<file path="src/rtl/uart_pkg.sv">
// Shared UART definitions: receiver state encoding and the default frame
// geometry used by the receiver, transmitter and baud generator.
package uart_pkg;

    localparam int UART_DATA_BITS  = 8;
    localparam int UART_OVERSAMPLE = 16;

    typedef enum logic [1:0] {
        IDLE,
        START,
        DATA,
        STOP
    } rx_state_t;

endpackage : uart_pkg

</file>
<file path="src/rtl/uart_rx_if.sv">
// Host-side receive interface: the received byte, its ready flag,
// the error flags, and the host acknowledge that clears them.
interface uart_rx_if
    import uart_pkg::*;
#(
    parameter int DATA_BITS = UART_DATA_BITS
);

    logic [DATA_BITS-1:0] data;
    logic                 rdy;
    logic                 rdy_clr;
    logic                 frame_err;
    logic                 overrun;
    logic                 busy;

    // Receiver side: produces the byte and the status flags.
    modport master (
        output data, rdy, frame_err, overrun, busy,
        input  rdy_clr
    );

    // Host side: consumes the byte and acknowledges it.
    modport slave (
        input  data, rdy, frame_err, overrun, busy,
        output rdy_clr
    );

endinterface : uart_rx_if

</file>
<file path="src/rtl/uart_sync2.sv">
// Two-flop synchroniser for an asynchronous single-bit input.
// RESET_VAL is the level presented while in reset (the input's idle level).
module uart_sync2 #(
    parameter logic RESET_VAL = 1'b1
) (
    input  logic clk,
    input  logic reset,
    input  logic d,
    output logic q
);

    logic meta_q, meta_d;
    logic sync_q, sync_d;

    // Next values of the two stages: input into the first, first into the second.
    always_comb begin
        meta_d = d;
        sync_d = meta_q;
    end

    // Synchroniser chain.
    always_ff @(posedge clk or posedge reset) begin
        if (reset) begin
            meta_q <= RESET_VAL;
            sync_q <= RESET_VAL;
        end else begin
            // NOTE: non-blocking so each stage captures the other's pre-edge
            // value; blocking here would collapse the chain into a single flop.
            meta_q <= meta_d;
            sync_q <= sync_d;
        end
    end

    assign q = sync_q;

endmodule : uart_sync2

</file>
<file path="src/rtl/uart_rx.sv">
// UART receiver driven by a 16x oversampling strobe. Validates the start
// bit at mid-bit, samples DATA_BITS bits LSB-first at mid-bit, checks the
// stop bit and presents the byte with sticky framing/overrun flags.
// OVERSAMPLE must be even and at least 4.
module uart_rx
    import uart_pkg::*;
#(
    parameter int DATA_BITS  = UART_DATA_BITS,
    parameter int OVERSAMPLE = UART_OVERSAMPLE
) (
    input  logic        clk,
    input  logic        reset,
    input  logic        rx_en,
    input  logic        rx,
    uart_rx_if.master   host
);

    localparam int CNT_W = $clog2(OVERSAMPLE);
    localparam int IDX_W = $clog2(DATA_BITS + 1);

    localparam logic [CNT_W-1:0] CNT_MID  = CNT_W'(OVERSAMPLE / 2 - 1);
    localparam logic [CNT_W-1:0] CNT_LAST = CNT_W'(OVERSAMPLE - 1);
    localparam logic [IDX_W-1:0] IDX_LAST = IDX_W'(DATA_BITS - 1);

    logic rx_s;

    rx_state_t            state_q,      state_d;
    logic [CNT_W-1:0]     sample_cnt_q, sample_cnt_d;
    logic [IDX_W-1:0]     bit_idx_q,    bit_idx_d;
    logic [DATA_BITS-1:0] shift_q,      shift_d;
    logic [DATA_BITS-1:0] data_q,       data_d;
    logic                 rdy_q,        rdy_d;
    logic                 frame_err_q,  frame_err_d;
    logic                 overrun_q,    overrun_d;
    logic                 busy_q,       busy_d;

    // Bring the asynchronous line into the clk domain; idle level is 1.
    uart_sync2 #(
        .RESET_VAL (1'b1)
    ) u_rx_sync (
        .clk   (clk),
        .reset (reset),
        .d     (rx),
        .q     (rx_s)
    );

    // Next-state logic: host acknowledge in any cycle, FSM only on ticks.
    always_comb begin
        // NOTE: every signal takes its held value first, so no path through
        // the case statement can leave one unassigned and infer a latch.
        state_d      = state_q;
        sample_cnt_d = sample_cnt_q;
        bit_idx_d    = bit_idx_q;
        shift_d      = shift_q;
        data_d       = data_q;
        rdy_d        = rdy_q;
        frame_err_d  = frame_err_q;
        overrun_d    = overrun_q;

        // Acknowledge first so a same-cycle set event below overrides it.
        if (host.rdy_clr) begin
            rdy_d       = 1'b0;
            frame_err_d = 1'b0;
            overrun_d   = 1'b0;
        end

        if (rx_en) begin
            unique case (state_q)
                IDLE: begin
                    if (!rx_s) begin
                        state_d      = START;
                        sample_cnt_d = '0;
                    end
                end

                START: begin
                    if (sample_cnt_q == CNT_MID) begin
                        sample_cnt_d = '0;
                        if (!rx_s) begin
                            state_d   = DATA;
                            bit_idx_d = '0;
                        end else begin
                            // Too short to be a start bit: ignore it.
                            state_d = IDLE;
                        end
                    end else begin
                        sample_cnt_d = sample_cnt_q + 1'b1;
                    end
                end

                DATA: begin
                    if (sample_cnt_q == CNT_LAST) begin
                        sample_cnt_d = '0;
                        shift_d      = {rx_s, shift_q[DATA_BITS-1:1]};
                        bit_idx_d    = bit_idx_q + 1'b1;
                        if (bit_idx_q == IDX_LAST) begin
                            state_d = STOP;
                        end
                    end else begin
                        sample_cnt_d = sample_cnt_q + 1'b1;
                    end
                end

                STOP: begin
                    if (sample_cnt_q == CNT_LAST) begin
                        sample_cnt_d = '0;
                        state_d      = IDLE;
                        if (rx_s) begin
                            data_d = shift_q;
                            rdy_d  = 1'b1;
                            if (rdy_q && !host.rdy_clr) begin
                                overrun_d = 1'b1;
                            end
                        end else begin
                            frame_err_d = 1'b1;
                        end
                    end else begin
                        sample_cnt_d = sample_cnt_q + 1'b1;
                    end
                end

                default: state_d = IDLE;
            endcase
        end

        busy_d = (state_d != IDLE);
    end

    // Register FSM state, counters and all host-visible outputs.
    always_ff @(posedge clk or posedge reset) begin
        if (reset) begin
            state_q      <= IDLE;
            sample_cnt_q <= '0;
            bit_idx_q    <= '0;
            shift_q      <= '0;
            data_q       <= '0;
            rdy_q        <= 1'b0;
            frame_err_q  <= 1'b0;
            overrun_q    <= 1'b0;
            busy_q       <= 1'b0;
        end else begin
            state_q      <= state_d;
            sample_cnt_q <= sample_cnt_d;
            bit_idx_q    <= bit_idx_d;
            shift_q      <= shift_d;
            data_q       <= data_d;
            rdy_q        <= rdy_d;
            frame_err_q  <= frame_err_d;
            overrun_q    <= overrun_d;
            busy_q       <= busy_d;
        end
    end

    assign host.data      = data_q;
    assign host.rdy       = rdy_q;
    assign host.frame_err = frame_err_q;
    assign host.overrun   = overrun_q;
    assign host.busy      = busy_q;

endmodule : uart_rx

</file>
<file path="src/flat_wrapper.sv">
// flat-port wrapper written by rule: the top's interface ports become plain ports
module uart_rx_flat import uart_pkg::*;
#(
    parameter int DATA_BITS  = UART_DATA_BITS,
    parameter int OVERSAMPLE = UART_OVERSAMPLE
)
  (clk, reset, rx_en, rx, host_data, host_rdy, host_frame_err, host_overrun, host_busy, host_rdy_clr);
  uart_rx_if #(.DATA_BITS(DATA_BITS)) host_i ();
  input  logic clk;
  input  logic reset;
  input  logic rx_en;
  input  logic rx;
  output wire logic [$bits(host_i.data)-1:0] host_data;
  output wire logic [$bits(host_i.rdy)-1:0] host_rdy;
  output wire logic [$bits(host_i.frame_err)-1:0] host_frame_err;
  output wire logic [$bits(host_i.overrun)-1:0] host_overrun;
  output wire logic [$bits(host_i.busy)-1:0] host_busy;
  input wire logic [$bits(host_i.rdy_clr)-1:0] host_rdy_clr;
  assign host_data = host_i.data;
  assign host_rdy = host_i.rdy;
  assign host_frame_err = host_i.frame_err;
  assign host_overrun = host_i.overrun;
  assign host_busy = host_i.busy;
  assign host_i.rdy_clr = host_rdy_clr;
  uart_rx #(.DATA_BITS(DATA_BITS), .OVERSAMPLE(OVERSAMPLE)) u_core (.clk(clk), .reset(reset), .rx_en(rx_en), .rx(rx), .host(host_i));
endmodule
</file>
<file path="config.mk">
export PLATFORM = sky130hd
export DESIGN_NAME = uart_rx_flat
export DESIGN_NICKNAME = d
export VERILOG_FILES = /design/src/rtl/uart_pkg.sv /design/src/rtl/uart_rx_if.sv /design/src/rtl/uart_sync2.sv /design/src/rtl/uart_rx.sv /design/src/flat_wrapper.sv
export SDC_FILE = /design/constraint.sdc
export NUM_CORES = 1
export LEC_CHECK = 0
export CAP_MARGIN = 20
export CORE_AREA = 2 2 55 78
export CTS_CLUSTER_SIZE = 10
export DETAILED_ROUTE_END_ITERATION = 8
export DIE_AREA = 0 0 57 80
export PLACE_DENSITY = 0.7
export RECOVER_POWER = 100
export SLEW_MARGIN = 5
export SYNTH_ARGS = -nofsm -noshare
export SYNTH_HDL_FRONTEND = slang
export SYNTH_SLANG_ARGS = --single-unit
</file>
<file path="constraint.sdc">
create_clock -name clk -period 1.8 [get_ports clk]
set_input_delay 0.27 -clock clk [delete_from_list [all_inputs] [get_ports clk]]
set_output_delay 0.27 -clock clk [all_outputs]
set_load 0.01 [all_outputs]
</file>
==> out/qor.csv <==
metric,value,unit
area_growth,19.1,%
min_period,1700,ps
clk_latency,280,ps
root_buffer,clkbuf_8,
p_clk_frac,0.278,
place_hpwl,2140,µm
p_int,1270,µW
outcome,finished clean,
design.core.area,3850,µm²
switching_share,0.295,
worstHoldPathType,reg -> reg,
die-area,4560,µm²
synthMuxAreaShare,0.158,
synth-compound-area-share,0.115,
syn_area,1510,µm²
viasPerCell,5.42,
grt_first_pass_wirelength,4950,µm
num_vias,1013,
synth-edff-count,0,
grt_max_degree,33,
clk_path_buf_depth,2,
postCtsHoldBufs,0,
ios,17,
yosysWarnings,0,
cp.required,1960,ps
synth_top_family_by_area,multiplexers,
startpoint_type,flip-flop,
fillers,372,
crit_path_cell_trace,ha_1 > and4_1 > and3b_1 > mux2_1,
routabilityCongestion,0.808,
syn_inst,117,
nets,151,
synthSimpleGateAreaFrac,0.119,
drt_wl_total,2830,µm
cp-end-kind,flip-flop,
grt_pass1_vias,1048,
power_frac_comb,0.234,
seq_area_frac_synth,0.532,
cts.htree.levels,2,
slew_viol_final,0,
synth-seq-cells,32,
antenna_found_initial,0,
yosysTopAreaCell,dfrtp_1,
pre_cts_slack,40.0,ps
p_leak,0.000879,µW
cts_resized,0,
postLayoutSetupSlackWorst,97.3,ps
regArea,803,µm²
grt_usage,0.144,
fin_tns_setup,0,ps
tightestPinTransition,778,ps
numCtsBuffers,5,
power_density,1000,nW/µm²
synth_xor_area_frac,0.0116,
cpMaxStageDelayCell,and3b_1,
hold_viol,0,
io_buffers,16,
firstDrtPassIters,4,
ir_drop,0.668,mV
ys_top_cells_by_area,"dfrtp_1, mux2_2, mux2_4",
fp.dieH,80,µm
ant_nets,0,
skew,5.15,ps
synth_ff_type,dfrtp_1,
crit_arrival,1860,ps
async_flop_share,1.00,
clock.fmax,587,MHz
synth_top_area_frac,0.497,
period_share,0.946,
cts_tree,built,
post_cts_buffers,0,
max-slew-margin-rel,0.482,
synth_area_per_cell,12.9,µm²
multi_input_area,613,µm²
synthAdderAreaFrac,0.0166,
die_w,57,µm
synth.most_common_cell,dfrtp_1,
ys_types,38,
synth_nets,124,
report.final.setup_viol,0,
antenna_cells,0,
cap_violations,0,
cp_max_fo,8,
p_sw,532,µW
overflow,0,
initial_core_util,0.392,
synth.top_cells.by_count,"dfrtp_1, mux2_2, inv_1, mux2_4",
rows,27,
path_class,reg -> reg,
clk_pin_slew_worst_paths,60,ps
drt_iter0_drc,22,
grt_setup_unrepaired,no,
drc_errors,0,
power_frac_seq,0.489,
slowest_delay,440,ps
drive_gt1_frac,0.243,
cts_num_sinks,32,
wl_per_cell,15.1,µm
-- per-layer routing --
metal  track usage  wire length (µm)
met1         0.168              1180
met2         0.229              1450
met3        0.0421                96
met4        0.0907               109
met5             0                 0
-- state kept, by name, indices dropped and copies added, names as in the netlist --
| register | cells |
|---|---|
| u_core.host.data | 8 |
| u_core.shift_q | 8 |
| u_core.bit_idx_q | 4 |
| u_core.sample_cnt_q | 4 |
| u_core.state_q | 2 |
| u_core.host.busy | 1 |
| u_core.host.frame_err | 1 |
| u_core.host.overrun | 1 |
| u_core.host.rdy | 1 |
| u_core.u_rx_sync.meta_q | 1 |
| u_core.u_rx_sync.q | 1 |
-- cell usage in the layout (no fill, tap or decap), drive strengths merged, types with 3 or more instances in the layout --
cell type	synthesis	routed
buf	3	7
clkbuf	3	9
dfrtp	30	30
dlygate4sd3	0	14
inv	7	7
mux2	18	18
nand2	5	5
nand3	4	4
nor2	5	5
nor2b	3	3
o21ai	3	3
o2bb2ai	4	4
-- metrics by stage --
step | instance area (µm²) | hold slack [ps] | util | power (µW) | cells
finish | 1800 | 357 | 0.467 | 1800 | 187
global route | 1800 | 363 | 0.467 | 1910 | 187
CTS | 1830 | 359 | 0.476 | 1830 | 187
detailed placement | 1750 | 355 | 0.455 | 1330 | 180
global placement | 1750 | 348 | 0.455 | 1300 | 180
floorplan | 1510 | 274 | - | 1170 | 117
-- worst max-delay path: cells and delay by family (launching register included) --
family	cells	cell delay, ps
simple gates	2	660
mux	1	360
flops	1	390
fa+ha+maj	1	180
-- final timing paths --
| kind | cells after the start | from | slack, ps | endpoint |
|---|---|---|---|---|
| max reg2reg | 4 | u_core.sample_cnt_q[0] | 100 | u_core.shift_q[0] |
| min reg2reg | 0 | u_core.u_rx_sync.meta_q | 360 | u_core.u_rx_sync.q |
| max | 4 | u_core.sample_cnt_q[0] | 100 | u_core.shift_q[0] |
| min | 0 | u_core.u_rx_sync.meta_q | 360 | u_core.u_rx_sync.q |
| min in group asynchronous | 3 | reset | 660 | u_core.host.busy |
| max in group asynchronous | 3 | reset | 650 | u_core.host.data[4] |
-- final cells by class --
cell class | instances | area share
clock buffer | 6 | 0.0403
clock inverter | 1 | 0.00278
inverter | 7 | 0.0146
multi-input combinational | 72 | 0.341
sequential | 32 | 0.446
tap | 43 | 0.0299
timing repair buffer | 26 | 0.125
-- kinds of logic after synthesis --
| kind of cell | count (synthesis) |
|---|---|
| flops | 32 |
| mux | 19 |
| xor+xnor | 2 |
| buf+inv | 13 |
| compound gates | 20 |
| fa+ha+maj | 2 |
| simple gates | 29 |
-- power by group through the flow --
stage,combinational [µW],clock (µW),sequential [µW]
after global placement,416,0,886
after detailed placement,435,0,894
final,421,500,881
after global routing,467,549,894
after CTS,440,511,881
after floorplan,290,0,881
Power figures use the tool's default switching activity.
